File: config.mk
export PLATFORM = sky130hd
export DESIGN_NAME = plb_access_scheduler_flat
export DESIGN_NICKNAME = d
export VERILOG_FILES = /design/src/rtl/plb_access_scheduler_if.sv /design/src/rtl/plb_access_scheduler.sv /design/src/flat_wrapper.sv
export SDC_FILE = /design/constraint.sdc
export NUM_CORES = 1
export LEC_CHECK = 0
export BUFFER_PORTS_ARGS = -buffer_cell sky130_fd_sc_hd__buf_4
export CORE_AREA = 5 5 153 155
export CTS_CLUSTER_DIAMETER = 50
export CTS_CLUSTER_SIZE = 28
export DETAILED_ROUTE_END_ITERATION = 12
export DIE_AREA = 0 0 158 160
export SYNTH_ARGS = -nofsm -noshare
export SYNTH_HDL_FRONTEND = slang
export SYNTH_SLANG_ARGS = --single-unit
File: constraint.sdc
create_clock -name clk_i -period 2.16 [get_ports clk_i]
set_input_delay 0.432 -clock clk_i [delete_from_list [all_inputs] [get_ports clk_i]]
set_output_delay 0.432 -clock clk_i [all_outputs]
set_load 0.02 [all_outputs]
File: src/rtl/plb_access_scheduler_if.sv
// Bundle of requester, refill and PosMap/PLB unit signals seen by plb_access_scheduler.
// The slave modport is the scheduler's view; the master modport is the surrounding logic's view.
interface plb_access_scheduler_if #(
    parameter int ORAMU     = 32,
    parameter int ORAML     = 20,
    parameter int LeafWidth = 32
);
    logic [1:0]           ReqValid;
    logic [1:0]           ReqReady;
    logic [3:0]           ReqCmd;
    logic [2*ORAMU-1:0]   ReqAddr;
    logic [1:0]           RespValid;
    logic [1:0]           RespReady;
    logic                 RespHit;
    logic                 RespUnInit;
    logic                 RespEvict;
    logic [ORAML-1:0]     RespOldLeaf;
    logic [ORAML-1:0]     RespNewLeaf;
    logic [ORAMU-1:0]     RespAddr;
    logic                 RefillValid;
    logic                 RefillReady;
    logic [LeafWidth-1:0] RefillData;
    logic                 PLBCmdValid;
    logic                 PLBCmdReady;
    logic [1:0]           PLBCmd;
    logic [ORAMU-1:0]     PLBAddr;
    logic                 PLBDInValid;
    logic [LeafWidth-1:0] PLBDIn;
    logic                 PLBRefillDataReady;
    logic                 PLBValid;
    logic                 PLBHit;
    logic                 PLBUnInit;
    logic                 PLBEvict;
    logic [ORAML-1:0]     PLBOldLeaf;
    logic [ORAML-1:0]     PLBNewLeaf;
    logic [ORAMU-1:0]     PLBAddrOut;
    logic                 PLBOutReady;

    modport slave (
        input  ReqValid, ReqCmd, ReqAddr, RespReady, RefillValid, RefillData,
               PLBCmdReady, PLBRefillDataReady, PLBValid, PLBHit, PLBUnInit, PLBEvict,
               PLBOldLeaf, PLBNewLeaf, PLBAddrOut,
        output ReqReady, RespValid, RespHit, RespUnInit, RespEvict, RespOldLeaf, RespNewLeaf,
               RespAddr, RefillReady, PLBCmdValid, PLBCmd, PLBAddr, PLBDInValid, PLBDIn, PLBOutReady
    );

    modport master (
        output ReqValid, ReqCmd, ReqAddr, RespReady, RefillValid, RefillData,
               PLBCmdReady, PLBRefillDataReady, PLBValid, PLBHit, PLBUnInit, PLBEvict,
               PLBOldLeaf, PLBNewLeaf, PLBAddrOut,
        input  ReqReady, RespValid, RespHit, RespUnInit, RespEvict, RespOldLeaf, RespNewLeaf,
               RespAddr, RefillReady, PLBCmdValid, PLBCmd, PLBAddr, PLBDInValid, PLBDIn, PLBOutReady
    );
endinterface

File: src/rtl/plb_access_scheduler.sv
// Round-robin front end sharing the PosMap/PLB command port between two requesters, one command outstanding.
// Define PLB_STATS_EN to build saturating hit/miss counters for update/read commands.
module plb_access_scheduler #(
    parameter int ORAMU       = 32,
    parameter int ORAML       = 20,
    parameter int LeafWidth   = 32,
    parameter int LeafInBlock = 16,
    parameter int StatWidth   = 32
) (
    input  logic                 clk_i,
    input  logic                 rst_i,
    plb_access_scheduler_if.slave bus,
    output logic [StatWidth-1:0] stat_hits_o,
    output logic [StatWidth-1:0] stat_misses_o
);
    localparam int CNT_W = $clog2(LeafInBlock);

    typedef enum logic [1:0] {S_IDLE, S_ISSUE, S_REFILL, S_WAIT} state_t;

    state_t           state_q, state_d;
    logic             gnt_q, last_q, pick;
    logic [1:0]       cmd_q, cmd_sel;
    logic [ORAMU-1:0] addr_q, addr_sel;
    logic [CNT_W-1:0] cnt_q, cnt_d;
    logic             req_any, accept, refill_xfer, resp_rdy_g, resp_done;

    assign req_any     = |bus.ReqValid;
    // When both ask, the requester not served last wins; this is what prevents starvation
    assign pick        = (bus.ReqValid == 2'b11) ? ~last_q : bus.ReqValid[1];
    assign cmd_sel     = pick ? bus.ReqCmd[3:2] : bus.ReqCmd[1:0];
    assign addr_sel    = pick ? bus.ReqAddr[2*ORAMU-1:ORAMU] : bus.ReqAddr[ORAMU-1:0];
    assign accept      = (state_q == S_IDLE) && req_any;
    assign refill_xfer = (state_q == S_REFILL) && bus.RefillValid && bus.PLBRefillDataReady;
    assign resp_rdy_g  = gnt_q ? bus.RespReady[1] : bus.RespReady[0];
    assign resp_done   = (state_q == S_WAIT) && bus.PLBValid && resp_rdy_g;

    always_ff @(posedge clk_i) begin
        if (rst_i) begin
            state_q <= S_IDLE;
            last_q  <= 1'b1;
            gnt_q   <= 1'b0;
            cnt_q   <= '0;
        end else begin
            state_q <= state_d;
            cnt_q   <= cnt_d;
            if (accept)    gnt_q  <= pick;
            if (resp_done) last_q <= gnt_q;
        end
    end

    always_ff @(posedge clk_i) begin
        if (accept) begin
            cmd_q  <= cmd_sel;
            addr_q <= addr_sel;
        end
    end

    always_comb begin
        state_d = state_q;
        cnt_d   = cnt_q;
        case (state_q)
            S_IDLE:   if (req_any) state_d = S_ISSUE;
            S_ISSUE: begin
                if (bus.PLBCmdReady) begin
                    cnt_d   = '0;
                    state_d = (cmd_q == 2'b10) ? S_REFILL : S_WAIT;
                end
            end
            S_REFILL: begin
                if (refill_xfer) begin
                    cnt_d = cnt_q + CNT_W'(1);
                    if (cnt_q == CNT_W'(LeafInBlock - 1)) state_d = S_WAIT;
                end
            end
            S_WAIT:   if (resp_done) state_d = S_IDLE;
            default:  state_d = S_IDLE;
        endcase
    end

    always_comb begin
        bus.ReqReady    = 2'b00;
        bus.PLBCmdValid = 1'b0;
        bus.RefillReady = 1'b0;
        bus.PLBDInValid = 1'b0;
        bus.RespValid   = 2'b00;
        bus.PLBOutReady = 1'b0;
        case (state_q)
            S_IDLE:   if (req_any) bus.ReqReady = pick ? 2'b10 : 2'b01;
            S_ISSUE:  bus.PLBCmdValid = 1'b1;
            S_REFILL: begin
                bus.RefillReady = bus.PLBRefillDataReady;
                bus.PLBDInValid = refill_xfer;
            end
            S_WAIT: begin
                bus.RespValid[gnt_q] = bus.PLBValid;
                bus.PLBOutReady      = resp_rdy_g;
            end
            default: ;
        endcase
    end

    assign bus.PLBCmd      = cmd_q;
    assign bus.PLBAddr     = addr_q;
    assign bus.PLBDIn      = LeafWidth'(bus.RefillData);
    assign bus.RespHit     = bus.PLBHit;
    assign bus.RespUnInit  = bus.PLBUnInit;
    assign bus.RespEvict   = bus.PLBEvict;
    assign bus.RespOldLeaf = ORAML'(bus.PLBOldLeaf);
    assign bus.RespNewLeaf = ORAML'(bus.PLBNewLeaf);
    assign bus.RespAddr    = ORAMU'(bus.PLBAddrOut);

`ifdef PLB_STATS_EN
    logic [StatWidth-1:0] hits_q, misses_q;

    function automatic logic [StatWidth-1:0] sat_inc(input logic [StatWidth-1:0] v);
        return (&v) ? v : v + StatWidth'(1);
    endfunction

    // Only update/read lookups are counted; refill traffic is not a lookup
    always_ff @(posedge clk_i) begin
        if (rst_i) begin
            hits_q   <= '0;
            misses_q <= '0;
        end else if (resp_done && !cmd_q[1]) begin
            if (bus.PLBHit) hits_q   <= sat_inc(hits_q);
            else            misses_q <= sat_inc(misses_q);
        end
    end

    assign stat_hits_o   = hits_q;
    assign stat_misses_o = misses_q;
`else
    assign stat_hits_o   = '0;
    assign stat_misses_o = '0;
`endif
endmodule

File: src/flat_wrapper.sv
// flat-port wrapper written by rule: the top's interface ports become plain ports
module plb_access_scheduler_flat 
#(
    parameter int ORAMU       = 32,
    parameter int ORAML       = 20,
    parameter int LeafWidth   = 32,
    parameter int LeafInBlock = 16,
    parameter int StatWidth   = 32
)
  (clk_i, rst_i, stat_hits_o, stat_misses_o, bus_ReqValid, bus_ReqCmd, bus_ReqAddr, bus_RespReady, bus_RefillValid, bus_RefillData, bus_PLBCmdReady, bus_PLBRefillDataReady, bus_PLBValid, bus_PLBHit, bus_PLBUnInit, bus_PLBEvict, bus_PLBOldLeaf, bus_PLBNewLeaf, bus_PLBAddrOut, bus_ReqReady, bus_RespValid, bus_RespHit, bus_RespUnInit, bus_RespEvict, bus_RespOldLeaf, bus_RespNewLeaf, bus_RespAddr, bus_RefillReady, bus_PLBCmdValid, bus_PLBCmd, bus_PLBAddr, bus_PLBDInValid, bus_PLBDIn, bus_PLBOutReady);
  plb_access_scheduler_if #(.ORAMU(ORAMU), .ORAML(ORAML), .LeafWidth(LeafWidth)) bus_i ();
  input  logic clk_i;
  input  logic rst_i;
  output logic [StatWidth-1:0] stat_hits_o;
  output logic [StatWidth-1:0] stat_misses_o;
  input wire logic [$bits(bus_i.ReqValid)-1:0] bus_ReqValid;
  input wire logic [$bits(bus_i.ReqCmd)-1:0] bus_ReqCmd;
  input wire logic [$bits(bus_i.ReqAddr)-1:0] bus_ReqAddr;
  input wire logic [$bits(bus_i.RespReady)-1:0] bus_RespReady;
  input wire logic [$bits(bus_i.RefillValid)-1:0] bus_RefillValid;
  input wire logic [$bits(bus_i.RefillData)-1:0] bus_RefillData;
  input wire logic [$bits(bus_i.PLBCmdReady)-1:0] bus_PLBCmdReady;
  input wire logic [$bits(bus_i.PLBRefillDataReady)-1:0] bus_PLBRefillDataReady;
  input wire logic [$bits(bus_i.PLBValid)-1:0] bus_PLBValid;
  input wire logic [$bits(bus_i.PLBHit)-1:0] bus_PLBHit;
  input wire logic [$bits(bus_i.PLBUnInit)-1:0] bus_PLBUnInit;
  input wire logic [$bits(bus_i.PLBEvict)-1:0] bus_PLBEvict;
  input wire logic [$bits(bus_i.PLBOldLeaf)-1:0] bus_PLBOldLeaf;
  input wire logic [$bits(bus_i.PLBNewLeaf)-1:0] bus_PLBNewLeaf;
  input wire logic [$bits(bus_i.PLBAddrOut)-1:0] bus_PLBAddrOut;
  output wire logic [$bits(bus_i.ReqReady)-1:0] bus_ReqReady;
  output wire logic [$bits(bus_i.RespValid)-1:0] bus_RespValid;
  output wire logic [$bits(bus_i.RespHit)-1:0] bus_RespHit;
  output wire logic [$bits(bus_i.RespUnInit)-1:0] bus_RespUnInit;
  output wire logic [$bits(bus_i.RespEvict)-1:0] bus_RespEvict;
  output wire logic [$bits(bus_i.RespOldLeaf)-1:0] bus_RespOldLeaf;
  output wire logic [$bits(bus_i.RespNewLeaf)-1:0] bus_RespNewLeaf;
  output wire logic [$bits(bus_i.RespAddr)-1:0] bus_RespAddr;
  output wire logic [$bits(bus_i.RefillReady)-1:0] bus_RefillReady;
  output wire logic [$bits(bus_i.PLBCmdValid)-1:0] bus_PLBCmdValid;
  output wire logic [$bits(bus_i.PLBCmd)-1:0] bus_PLBCmd;
  output wire logic [$bits(bus_i.PLBAddr)-1:0] bus_PLBAddr;
  output wire logic [$bits(bus_i.PLBDInValid)-1:0] bus_PLBDInValid;
  output wire logic [$bits(bus_i.PLBDIn)-1:0] bus_PLBDIn;
  output wire logic [$bits(bus_i.PLBOutReady)-1:0] bus_PLBOutReady;
  assign bus_i.ReqValid = bus_ReqValid;
  assign bus_i.ReqCmd = bus_ReqCmd;
  assign bus_i.ReqAddr = bus_ReqAddr;
  assign bus_i.RespReady = bus_RespReady;
  assign bus_i.RefillValid = bus_RefillValid;
  assign bus_i.RefillData = bus_RefillData;
  assign bus_i.PLBCmdReady = bus_PLBCmdReady;
  assign bus_i.PLBRefillDataReady = bus_PLBRefillDataReady;
  assign bus_i.PLBValid = bus_PLBValid;
  assign bus_i.PLBHit = bus_PLBHit;
  assign bus_i.PLBUnInit = bus_PLBUnInit;
  assign bus_i.PLBEvict = bus_PLBEvict;
  assign bus_i.PLBOldLeaf = bus_PLBOldLeaf;
  assign bus_i.PLBNewLeaf = bus_PLBNewLeaf;
  assign bus_i.PLBAddrOut = bus_PLBAddrOut;
  assign bus_ReqReady = bus_i.ReqReady;
  assign bus_RespValid = bus_i.RespValid;
  assign bus_RespHit = bus_i.RespHit;
  assign bus_RespUnInit = bus_i.RespUnInit;
  assign bus_RespEvict = bus_i.RespEvict;
  assign bus_RespOldLeaf = bus_i.RespOldLeaf;
  assign bus_RespNewLeaf = bus_i.RespNewLeaf;
  assign bus_RespAddr = bus_i.RespAddr;
  assign bus_RefillReady = bus_i.RefillReady;
  assign bus_PLBCmdValid = bus_i.PLBCmdValid;
  assign bus_PLBCmd = bus_i.PLBCmd;
  assign bus_PLBAddr = bus_i.PLBAddr;
  assign bus_PLBDInValid = bus_i.PLBDInValid;
  assign bus_PLBDIn = bus_i.PLBDIn;
  assign bus_PLBOutReady = bus_i.PLBOutReady;
  plb_access_scheduler #(.ORAMU(ORAMU), .ORAML(ORAML), .LeafWidth(LeafWidth), .LeafInBlock(LeafInBlock), .StatWidth(StatWidth)) u_core (.clk_i(clk_i), .rst_i(rst_i), .bus(bus_i), .stat_hits_o(stat_hits_o), .stat_misses_o(stat_misses_o));
endmodule
# Word-level counts from Yosys, hierarchy flattened
# Index checks and enable logic that the tools add are counted.
[op_classes]
reduce_logical = 11
n_lt_le_gt_ge = 2
bitwise = 2
add_sub_neg = 1
mux = 24
n_eq_ne = 11
[ops]
columns = ["op", "n"]
rows = [
  ["2-to-1 mux 32 bit", 1],
  ["2-to-1 mux 2 bit", 10],
  ["equality test 2 bit, second input constant", 4],
  ["2-to-1 mux 1 bit", 8],
  ["2-to-1 mux 4 bit", 2],
  ["case mux 2 bit (4 select lines)", 1],
  ["case mux 4 bit (2 select lines)", 1],
  ["logical AND 1 bit", 6],
  ["inequality test 2 x 1 -> 1 bit, second input constant", 3],
  ["AND reduction 5 bit", 1],
  ["adder 4 x 1 -> 4 bit, second input constant", 1],
  ["equality test 4 bit, second input constant", 1],
  ["inequality test 2 bit, second input constant", 2],
  ["AND reduction 3 bit", 1],
  ["bitwise AND 2 bit", 1],
  ["equality test 2 x 1 -> 1 bit, second input constant", 1],
  ["zero test 2 bit", 1],
  ["less-than comparator 1 x 2 -> 1 bit, second input constant", 1],
  ["nonzero test 2 bit", 1],
  ["OR reduction 2 bit", 1],
  ["demux 1 bit (select 1 bit)", 1],
  [">= comparator 1 bit, second input constant", 1],
  ["NOT 1 bit", 1],
]
[totals]
regBits = 42
input_bits = 185

# Logic depth before layout (Yosys ltp)
# Gate-level depths: netlist of run 1.
[logic_depth]
ltp_word = 6
depth_mapped = 6

# Worst setup path before layout of run 1
# OpenSTA, ideal clock, no wires.
[synth_path]
path_kind = "flip-flop to flip-flop"
startpoint = "register u_core.state_q[0]"
endpoint = "register u_core.addr_q[0], in the netlist u_core.bus.PLBAddr[0] (enable)"
arrival_time_ns = 1.427
n_path_buf = 0
path_stages_with_launch = 5
period_less_slack_ns = 1.815
setup_time_ns = 0.389
t_required_ns = 1.771
setup_slack_ns = 0.345
cell_sequence = "dfxtp_1 > inv_1 > ha_1 > o21ai_0 > inv_1"
[synth_via]
elab_chain_len = 2
[synth_rtl]
columns = ["element", "line", "source"]
rows = [
  ["from (decl)", "plb_access_scheduler.sv:20", "state_t state_q, state_d;"],
  ["from (signal assigned)", "plb_access_scheduler.sv:44", "state_q <= state_d;"],
  ["zero test 2 bit", "plb_access_scheduler.sv:32", "assign accept = (state_q == S_IDLE) && req_any;"],
  ["logical AND 1 bit", "plb_access_scheduler.sv:32", ""],
  ["named net u_core.accept", "plb_access_scheduler.sv:25", "logic req_any, accept, refill_xfer, resp_rdy_g, resp_done;"],
  ["to (signal assigned)", "plb_access_scheduler.sv:54", "addr_q <= addr_sel;"],
  ["to (decl)", "plb_access_scheduler.sv:23", "logic [ORAMU-1:0] addr_q, addr_sel;"],
]
# The timed path passes the listed nets, and every way through them passes these cells.
# A chain may end at the register's enable or synchronous reset.

# Final worst setup path of run 1
[layout_path]
startpoint = "register u_core.state_q[1]"
endpoint = "output port bus_ReqReady[1]"
[layout_via]
elab_chain_len = 2
[layout_rtl]
columns = ["element", "line", "source"]
rows = [
  ["zero test 2 bit", "plb_access_scheduler.sv:87", "case (state_q)"],
  ["2-to-1 mux 2 bit", "plb_access_scheduler.sv:87", ""],
  ["to (decl)", "flat_wrapper.sv:31", "output wire logic [$bits(bus_i.ReqReady)-1:0] bus_ReqReady;"],
]
# No other way between the ends.

==> impl_results.md, run 1 <==
* Pre-CTS WS at around 380 ps
* Synth top area share at approximately two fifths
* Sequential area share after synthesis at between 30% and 40%
* Number of antenna violations at the first check in global routing at 0
* Hpwl dp at ~7.6 mm
* Max-Cap Viols at 0
* Finished Core Util at ~17%
* Number of hold buffers added after cts at 0
* Finished Cell Area at 0.00368 mm2
* Detailed Routing Iterations Pass 1 at 2
* Clock sink count at 42
* Dpl cell area at 0.00353 mm2
* Crit path DAT at 1430 ps
* Worst-path maximum fanout at 4
* H-Tree Depth at 2
* Die Y at approximately 160 um
* Post-route setup slack at about 300 ps
* I/O Buffers at roughly 120
* Ys flop type: edfxtp_1
* Starting Density at between 10% and 20%
* Grt met3 use at about 4.5%
* Hold Fails Final Rpt at 0
* Post-cts sizing count at 0
* Gp weighted congestion at roughly 0.70
* Worst Setup End Kind: output port
* Core area at 0.0217 mm2
* TritonCTS clock tree: yes
* Clk pin slew, worst setup/hold paths at roughly 60 ps
* Total global-route track usage at between 6 and 7%
* Number of global-route vias before repair at between 2000 and 2500
* GR Layer Usage met2 at 9.81%
* Number of synthesized flops with an enable pin at 34
* Overall Power at about 3.7 mW
* Ant. Diodes at 0
* Tmin final at 1870 ps
* Most common cell in the netlist: buf_4
* Wire per inst at 14.8 um
* FMAX at about 540 MHz
* Worst R2R Setup Slack at about 440 ps
* Root buffer cell: clkbuf_16
* RSZ-0062 raised after global routing: no
* Cell Rows at between 50 and 60
* Post-route ant nets at 0
* Synth top area cells: buf_4 39%, edfxtp_1 31%, mux2_2 12%
* Initial DRC count at 62
* Final setup fails at 0
* Outcome: complete, no violations
* Final wirelength at around 9.1 mm
* Largest net degree at the start of global routing at 33
* Fin Clk Skew at roughly 11 ps
* Busiest grt layer: met2
* CTS Buf Count at 5
* Via Count at around 1900
* Distinct cells, synth at 33
* Post-synth top cells: 171 x buf_4, 35 x mux2_2, 34 x edfxtp_1
* Global-route wire length before repair at roughly 13 mm
* Pins over their slew limit at 0
* Nets at ~530
* Synth warn at 0
* HP Class: in2reg
* Cell leakage power at approximately 1.6 nW
* Post-Syn Area at about 0.0033 mm2
* DR vias/cell at between 3 and 4
* Final TNS setup at 0 ps
* Post-CTS Setup Bufs at 0
* DRC at 0
* Critical Path RT at around 1700 ps
* PwrDens at around 1000 mW/mm2
* Flops & latches, synth at 42
* Max VDD drop at approximately 0.00031 V
* Skew-Pair Late Insertion Delay at around 300 ps
* GR Overflow Total at 0
* Critical path class: reg2out
* Area growth, synth to finish at 12.5%
* Die area at between 0.02 and 0.03 mm2
* Met1 usage at approximately 6.5%
* Tcrit/Tclk final at a little under nine tenths
* Clock Tree Buf Depth at 2
* Syn Area/Cell at between 10 and 15 um2
* Die Width at 158 um
* Crit start category: flop
* # IOs at ~400
* Post-Syn Instances at about 310
* Async S/R FF share, synth at 0%
* Share of cells above drive strength 1 at approximately half
* Post-synth top area cell: buf_4
[sequential cells by signal, indices dropped and copies added, names as in the netlist]
register / count
u_core.state_q: 2
u_core.last_q: 1
u_core.bus.PLBAddr: 32
u_core.gnt_q: 1
u_core.bus.PLBCmd: 2
u_core.cnt_q: 4
[routing by layer]
metal | part of all wire (%) | routed length, um | vias up
met3 | 15 | 1390 | 64
met4 | 7.6 | 697 | 0
met2 | 44 | 4040 | 171
li1 | - | - | 850
met1 | 33 | 2990 | 821
met5 | 0 | 0 | -
[stage by stage]
stage                     hold WS (ps)  instances
after floorplan                    488        375
after global placement             513        607
after detailed placement           532        607
after CTS                          371        615
after global routing               379        615
final                              380        615
[critical path: stages, from the launching register on]
cell     delay (ps)
dfxtp_1         380
inv_1           100
ha_1            200
buf_4           130
and2_1          160
buf_4           170
[path summary, 6_finish.rpt]
check	endpoint	start	cells past startpoint
hold / removal	u_core.cnt_q[2]$_SDFFE_PP0P_	rst_i	2
setup / recovery	bus_ReqReady[1]	u_core.state_q[1]$_SDFFE_PP0P_	5
setup reg to reg	u_core.cnt_q[2]$_SDFFE_PP0P_	u_core.state_q[1]$_SDFFE_PP0P_	6
hold reg to reg	u_core.cnt_q[1]$_SDFFE_PP0P_	u_core.cnt_q[1]$_SDFFE_PP0P_	2
[logic make-up after synthesis]
family | Yosys count | share of synthesized area (%)
AOI/OAI and AO/OA | 18 | 3.75
adders and majority gates | 6 | 2.30
buffers and inverters | 179 | 40.3
DFF | 42 | 36.1
muxes | 37 | 12.7
other | 1 | 0.115
and+or+nand+nor | 29 | 4.75
[where the power goes]
group	leakage, nW	internal [mW]	switching (mW)
Combinational	1.12	0.658	0.945
Clock	0.0704	0.435	0.358
Sequential	0.396	1.21	0.106
Total	1.59	2.31	1.41
[cells in the final DEF (no fill, tap or decap), types with 2 or more instances in the layout]
| cell | count |
|---|---|
| clkbuf_16 | 5 |
| dfxtp_1 | 8 |
| nor2_1 | 7 |
| mux2i_1 | 2 |
| nand2_1 | 3 |
| o21ai_0 | 3 |
| ha_1 | 6 |
| and2_1 | 3 |
| nor2b_1 | 3 |
| nand3_1 | 4 |
| conb_1 | 64 |
| edfxtp_1 | 34 |
| mux2_2 | 35 |
| buf_4 | 126 |
| and3_1 | 3 |
| inv_1 | 3 |
| a21oi_1 | 5 |
| a31oi_1 | 2 |
[area by class of cell]
cell class | instances | area (um2)
clock buffers | 5 | 125
clock inverters | 3 | 25.0
fillers | 2418 | 18000
inverters | 4 | 15.0
multi-input cells | 154 | 1010
flip-flops and latches | 42 | 1180
well taps | 280 | 350
repair buffers | 127 | 966
No activity file was read; power rests on OpenSTA's default activity.
==> inputs of run 2 (changes only) <==
Settings changed: ABC_AREA set to 1, CORE_AREA 5 5 153 155 to 5 5 151 153, CTS_CLUSTER_SIZE 28 to unset, DIE_AREA 0 0 158 160 to 0 0 156 158.
==> run 2 against run 1 <==
Effect of this change: clock power up 6.1%; cell count increased by 14%; non-clock buffer count fell by 3; die area decreased by 2.5%; critical path type unchanged; first-iteration DRC count up 69%; largest power group unchanged; combinational power down 13%; highest routed layer is now met5.
==> impl_results.md, run 2 <==
* Largest net degree at the start of global routing at 33 (unchanged)
* Post-cts sizing count at 0 (unchanged)
* Max-Cap Viols at 0 (unchanged)
* Sequential area share after synthesis at 35.9% (was 36.1%)
* Compound-cell area share of the yosys netlist at 2.55% (was 3.75%)
* Crit path buf inv count at 4 (was 3)
* Logic pwr share at 39.8% (was 43.1%)
* Number of synthesized flops with an enable pin at 34 (unchanged)
* Hold Fails Final Rpt at 0 (unchanged)
* Met1 usage at 7.07% (was 6.51%)
* Worst-path maximum fanout at 6 (was 4)
* Synth top area share at 39.0% (was 39.3%)
* GR Layer Usage met2 at 11.6% (was 9.81%)
* Post-synth top cells: 171 x buf_4, 124 x nand2_1, 34 x edfxtp_1 (was 171 x buf_4, 35 x mux2_2, 34 x edfxtp_1)
* Highest-delay cell along the critical path: dfxtp_1 (unchanged)
* Max reg flops at 32 (unchanged)
* Clk pin slew, worst setup/hold paths at 60 ps (about the same)
* Hold endpoint: u_core.cnt_q[2]$_SDFFE_PP0P_ (unchanged)
* Synth warn at 0 (unchanged)
* Reg2Reg Depth at 6 (unchanged)
* HP Class: in2reg (unchanged)
* Hpwl dp at 8.97 mm (was 7.57 mm)
* Clock sink count at 42 (unchanged)
* Skew-Pair Late Insertion Delay at 280 ps (was 300 ps)
* Register area at 0.00118 mm2 (unchanged)
* Non-filler instance count after layout at 700 (was 615)
* Multi-input logic area at 995 um2 (was 0.00101 mm2)
* Sequential Power Share at 36.1% (was 35.5%)
* Nets at 610 (was 525)
* Final wirelength at 10.7 mm (was 9.12 mm)
* Tcrit/Tclk final at 89.9% (was 86.4%)
* Post-synth top area cell: buf_4 (unchanged)
* Die area at 0.0246 mm2 (was 0.0253 mm2)
* Post-Syn Instances at 402 (was 312)
* Crit start category: flop (unchanged)
* Die Width at 156 um (was 158 um)
* Gp weighted congestion at 0.788 (was 0.700)
* Sw frac at 36.3% (was 37.9%)
* Max VDD drop at 0.000301 V (was 0.000308 V)
* Total global-route track usage at 7.71% (was 6.72%)
* Pins over their slew limit at 0 (unchanged)
* Core area at 0.0214 mm2 (was 0.0217 mm2)
* Number of global-route vias before repair at 2135 (was 2025)
* RSZ-0062 raised after global routing: no (unchanged)
* Async S/R FF share, synth at 0% (unchanged)
* PwrDens at 951 mW/mm2 (was 1010 mW/mm2)
* Post-Synth XOR/XNOR Area at 0.266% (was 0%)
* Busiest grt layer: met2 (unchanged)
* Distinct cells, synth at 25 (was 33)
* Share of cells above drive strength 1 at 32.1% (was 51.6%)
* Adder-cell share of the synthesized area at 2.28% (was 2.30%)
* Placed cell count at 692 (was 607)
* Ys flop type: edfxtp_1 (unchanged)
* Cell Rows at 54 (unchanged)
* Number of hold buffers added after cts at 0 (unchanged)
* Die Y at 158 um (was 160 um)
* Post-route ant nets at 0 (unchanged)
* Tmin final at 1940 ps (was 1870 ps)
* Wire per inst at 15.3 um (was 14.8 um)
* Synth top area cells: buf_4 39%, edfxtp_1 31%, nand2_1 14% (was buf_4 39%, edfxtp_1 31%, mux2_2 12%)
* GR Overflow Total at 0 (unchanged)
* Main combinational cell family by area after synthesis: buffers and inverters (unchanged)
* I/O Buffers at 119 (unchanged)
* Crit path DAT at 1510 ps (was 1430 ps)
* Mux share of post-synthesis cell area at 0% (was 12.7%)
* Post-CTS Setup Bufs at 0 (unchanged)
* Synth Area in Simple Gates at 17.6% (was 4.75%)
* Number of antenna violations at the first check in global routing at 1 (was 0)
* Final setup fails at 0 (unchanged)
* Area growth, synth to finish at 11.6% (was 12.5%)
* Starting Density at 15.4% (was 15.1%)
* Grt met3 use at 6.75% (was 4.49%)
* Post-Syn Area at 0.00329 mm2 (was 0.00327 mm2)
* Final TNS setup at 0 ps (unchanged)
* DR vias/cell at 3.13 (was 3.10)
* Worst R2R Setup Slack at 480 ps (was 440 ps)
* Clock Power Share at 24.1% (was 21.3%)
* Ant. Diodes at 0 (unchanged)
* Syn Area/Cell at 8.19 um2 (was 10.5 um2)
* Worst Setup End Kind: output port (unchanged)
* FMAX at 515 MHz (was 536 MHz)
* TritonCTS clock tree: yes (unchanged)
* Switching power at 1.27 mW (was 1.41 mW)
* Detailed Routing Iterations Pass 1 at 4 (was 2)
* Via Count at 2193 (was 1906)
* Outcome: complete, no violations (unchanged)
* Critical path class: reg2out (unchanged)
* Global-route wire length before repair at 13.8 mm (was 12.6 mm)
* Initial DRC count at 105 (was 62)
* Delay-heaviest family, CP: buffers and inverters (unchanged)
* Reg2reg end: u_core.cnt_q[3]$_SDFFE_PP0P_ (was u_core.cnt_q[2]$_SDFFE_PP0P_)
* CP max stage delay at 430 ps (was 380 ps)
* Layout fillers at 2403 (was 2418)
* Highest-count cells in the layout ignoring fill and taps: 124 x nand2_1, 124 x buf_4, 64 x conb_1 (was 126 x buf_4, 64 x conb_1, 35 x mux2_2)
* Fin Clk Skew at 3.97 ps (was 10.7 ps)
* CP Cell Sequence: inv_1, ha_1, inv_1, nor2_4, inv_1, nor2_1, buf_4 (was inv_1, ha_1, buf_4, and2_1, buf_4)
* Internal power at 2.23 mW (was 2.31 mW)
* WHS Path Cells at 2 (unchanged)
* Critical Path RT at 1730 ps (about the same)
* Most common cell in the netlist: buf_4 (unchanged)
* CP most frequent cell: inv_1 (was buf_4)
* CTS Buf Count at 5 (unchanged)
* # IOs at 398 (unchanged)
* Clock Tree Buf Depth at 2 (unchanged)
* Root buffer cell: clkbuf_16 (unchanged)
* DRC at 0 (unchanged)
* Beginning of the worst hold path: rst_i (unchanged)
* Cell leakage power at 1.82 nW (was 1.59 nW)
* H-Tree Depth at 2 (unchanged)
* Flops & latches, synth at 42 (unchanged)
* R2R Path Start: u_core.state_q[0]$_SDFFE_PP0P_ (was u_core.state_q[1]$_SDFFE_PP0P_)
==> run 2: final cells by class <==
class,instances,area share (%)
Inverter,14,1.43
Tap cell,280,9.54
Clock inverter,1,0.818
Sequential cell,42,32.2
Clock buffer,7,3.61
Timing Repair Buffer,124,25.3
Multi-Input combinational cell,232,27.1
==> run 2: cells by family after synthesis <==
family          count (synthesis)
buf+inv                       191
simple gates                  147
flops                          42
compound gates                 14
fa+ha+maj                       6
xor+xnor                        1
other cells                     1
==> run 2: worst max path at each step <==
stage                     depth (start not counted)                           start  slack, ps                            to
final                                             7  u_core.state_q[0]$_SDFFE_PP0P_        220               bus_ReqReady[0]
after global routing                              7  u_core.state_q[0]$_SDFFE_PP0P_        110               bus_ReqReady[0]
after CTS                                         5  u_core.state_q[0]$_SDFFE_PP0P_        200               bus_PLBDInValid
after detailed placement                          6  u_core.state_q[0]$_SDFFE_PP0P_        510  u_core.cnt_q[3]$_SDFFE_PP0P_
after global placement                            5  u_core.state_q[0]$_SDFFE_PP0P_        560               bus_PLBDInValid
after floorplan                                   6  u_core.state_q[0]$_SDFFE_PP0P_         60               bus_ReqReady[0]
==> run 2: per-stage QoR <==
step / power (mW) / hold slack [ps] / worst slack [ps] / utilization (%) / cell area [um2]
final: 3.49 / 361 / 218 / 17.1 / 3670
after global routing: 3.73 / 358 / 108 / 17.1 / 3670
after CTS: 3.57 / 350 / 201 / 17.1 / 3670
after detailed placement: 2.69 / 494 / 514 / 16.4 / 3510
after global placement: 2.68 / 491 / 558 / 16.4 / 3510
after floorplan: 2.44 / 446 / 60.0 / - / 3530
==> run 2: per-layer routing <==
layer | up-vias | share of wire, %
met2 | 174 | 46
met1 | 907 | 30
met5 | - | 0.12
li1 | 1046 | -
met4 | 2 | 4.7
met3 | 64 | 19
==> run 2: power groups by stage <==
stage | logic, mW | registers [mW] | clock network (mW)
detailed placement | 1.41 | 1.28 | 0
CTS | 1.42 | 1.26 | 0.893
finish | 1.39 | 1.26 | 0.841
floorplan | 0.933 | 1.51 | 0
global placement | 1.41 | 1.27 | 0
global route | 1.52 | 1.29 | 0.918
==> inputs of run 3 (changes only) <==
Settings changed: CELL_PAD_IN_SITES_DETAIL_PLACEMENT set to 1, CELL_PAD_IN_SITES_GLOBAL_PLACEMENT set to 1, CORE_AREA 5 5 151 153 to 5 5 152 154, DIE_AREA 0 0 156 158 to 0 0 157 159, MAX_ROUTING_LAYER set to met4, PLACE_DENSITY_LB_ADDON set to 0.1.
==> run 3 against run 2 <==
Effect of this change: global-route usage is 1.0 points higher; fmax is 1.2% lower; core utilization decreased by 0.17 points; routed wire length grew 2.2%; die area rose by 1.3%; register-to-register slack is essentially flat; critical path depth shrank 2; critical endpoint is now bus_PLBDInValid; highest routed layer is now met4.
==> impl_results.md, run 3 (synthesized netlist as in run 2, its figures left out) <==
* Outcome: complete, no violations (unchanged)
* Max-Cap Viols at 0 (unchanged)
* Root buffer cell: clkbuf_16 (unchanged)
* RSZ-0062 raised after global routing: no (unchanged)
* Die Y at 159 um (was 158 um)
* Detailed Routing Iterations Pass 1 at 4 (unchanged)
* HP Class: in2reg (unchanged)
* Final setup fails at 0 (unchanged)
* Worst R2R Setup Slack at 480 ps (about the same)
* Via Count at 2275 (was 2193)
* Post-CTS Setup Bufs at 0 (unchanged)
* Tmin final at 1970 ps (was 1940 ps)
* Tcrit/Tclk final at 91.0% (was 89.9%)
* Stages on the worst setup path at 5 (was 7)
* Hpwl dp at 8.74 mm (was 8.97 mm)
* Starting Density at 15.3% (was 15.4%)
* # IOs at 398 (unchanged)
* Wire per inst at 15.6 um (was 15.3 um)
* Most common cell after layout, fill and taps aside: nand2_1
* Clock Tree Buf Depth at 2 (unchanged)
* WHS Path Cells at 2 (unchanged)
* Total global-route track usage at 8.72% (was 7.71%)
* DRC at 0 (unchanged)
* Register area at 0.00118 mm2 (unchanged)
* Crit start category: flop (unchanged)
* Max VDD drop at 0.000274 V (was 0.000301 V)
* Core area at 0.0216 mm2 (was 0.0214 mm2)
* Nets at 609 (was 610)
* Critical Path RT at 1730 ps (about the same)
* Post-cts sizing count at 0 (unchanged)
* Highest-delay cell along the critical path: dfxtp_1 (unchanged)
* DR vias/cell at 3.25 (was 3.13)
* Critical path class: reg2out (unchanged)
* Highest-count cells in the layout ignoring fill and taps: 124 x nand2_1, 122 x buf_4, 64 x conb_1 (was 124 x nand2_1, 124 x buf_4, 64 x conb_1)
* Global-route wire length before repair at 15.7 mm (was 13.8 mm)
* Crit path buf inv count at 3 (was 4)
* Skew-Pair Late Insertion Delay at 290 ps (was 280 ps)
* Die Width at 157 um (was 156 um)
* Clk pin slew, worst setup/hold paths at 70 ps (was 60 ps)
* Multi-input logic area at 995 um2 (unchanged)
* Final TNS setup at 0 ps (unchanged)
* H-Tree Depth at 2 (unchanged)
* Pins over their slew limit at 0 (unchanged)
* Number of hold buffers added after cts at 0 (unchanged)
* Cell Rows at 54 (unchanged)
* Area growth, synth to finish at 11.2% (was 11.6%)
* CP most frequent cell: inv_1 (unchanged)
* Clock sink count at 42 (unchanged)
* Number of antenna violations at the first check in global routing at 1 (unchanged)
* Layout fillers at 2594 (was 2403)
* Dpl cell area at 0.00351 mm2 (about the same)
* Share of cells above drive strength 1 at 32.2% (was 32.1%)
* FMAX at 509 MHz (was 515 MHz)
* Hold Fails Final Rpt at 0 (unchanged)
* Largest net degree at the start of global routing at 35 (was 33)
* TritonCTS clock tree: yes (unchanged)
* Initial DRC count at 55 (was 105)
* Reg2Reg Depth at 6 (unchanged)
* Gp weighted congestion at 0.677 (was 0.788)
* Cell leakage power at 1.81 nW (was 1.82 nW)
* Finished Cell Area at 0.00366 mm2 (was 0.00367 mm2)
* Delay-heaviest family, CP: flip-flops (was buffers and inverters)
* GR Overflow Total at 0 (unchanged)
* I/O Buffers at 119 (unchanged)
* Final wirelength at 11.0 mm (was 10.7 mm)
* Worst-path maximum fanout at 8 (was 6)
* Worst Setup End Kind: output port (unchanged)
* PwrDens at 950 mW/mm2 (was 951 mW/mm2)
* Fin Clk Skew at 3.08 ps (was 3.97 ps)
* CP Cell Sequence: inv_1, ha_1, nand3_2, inv_1, buf_4 (was inv_1, ha_1, inv_1, nor2_4, inv_1, nor2_1, buf_4)
* CTS Buf Count at 5 (unchanged)
* Max reg flops at 32 (unchanged)
* Crit path DAT at 1530 ps (was 1510 ps)
* Post-route ant nets at 0 (unchanged)
* Number of global-route vias before repair at 2509 (was 2135)
* CP max stage delay at 370 ps (was 430 ps)
* Die area at 0.0250 mm2 (was 0.0246 mm2)
==> run 3: cell types whose count changed in the layout (fill, tap and decap cells not counted), sizes merged <==
cell | before | now
buf | 124 | 123
bufinv | 1 | 0
clkbuf | 7 | 6
clkinv | 1 | 3
diode | 0 | 1
==> run 3: path summary, 6_finish.rpt <==
kind,from,endpoint
hold reg to reg,u_core.last_q$_SDFFE_PP1P_,u_core.last_q$_SDFFE_PP1P_
setup reg to reg,u_core.state_q[0]$_SDFFE_PP0P_,u_core.cnt_q[3]$_SDFFE_PP0P_
setup / recovery,u_core.state_q[0]$_SDFFE_PP0P_,bus_PLBDInValid
hold / removal,rst_i,u_core.gnt_q$_SDFFE_PP0P_
==> run 3: worst reg2reg max path: cells and delay by family (launching register included) <==
| family | cells | cell delay [ps] |
|---|---|---|
| buffers and inverters | 1 | 120 |
| DFF | 1 | 430 |
| and+or+nand+nor | 2 | 180 |
| adders and majority gates | 1 | 330 |
| AOI/OAI and AO/OA | 2 | 500 |
==> run 3: area by class of cell <==
| type | count | share of cell area, % |
|---|---|---|
| repair buffers | 123 | 25.6 |
| clock buffers | 6 | 3.52 |
| clock inverters | 2 | 0.376 |
| inverters | 14 | 1.44 |
| multi-input cells | 232 | 27.2 |
| flip-flops and latches | 42 | 32.3 |
| well taps | 280 | 9.57 |
| diodes | 1 | 0.0684 |
==> run 3: where the power goes <==
part | total (mW) | internal [mW] | leakage [nW] | switching (mW)
registers | 1.26 | 1.17 | 0.398 | 0.0932
logic | 1.43 | 0.522 | 1.34 | 0.909
clock network | 0.784 | 0.430 | 0.0708 | 0.353
==> run 3: per-stage QoR <==
| step | total power [mW] | std cells | hold WS, ps | utilization (%) | setup slack, ps |
|---|---|---|---|---|---|
| final | 3.48 | 700 | 322 | 17.0 | 194 |
| after floorplan | 2.44 | 465 | 446 | - | 60.0 |
| after detailed placement | 2.77 | 691 | 511 | 16.3 | 455 |
| after global placement | 2.76 | 691 | 498 | 16.3 | 491 |
| after global routing | 3.75 | 700 | 315 | 17.0 | 44.6 |
| after CTS | 3.60 | 699 | 301 | 17.0 | 132 |
==> run 3: routing by layer <==
metal | track usage, % | up-vias | routed length (um)
met5 | - | - | 0
met4 | 5.05 | 0 | 533
met3 | 4.97 | 54 | 1380
met2 | 13.8 | 165 | 5400
met1 | 8.21 | 1008 | 3630
li1 | - | 1048 | -
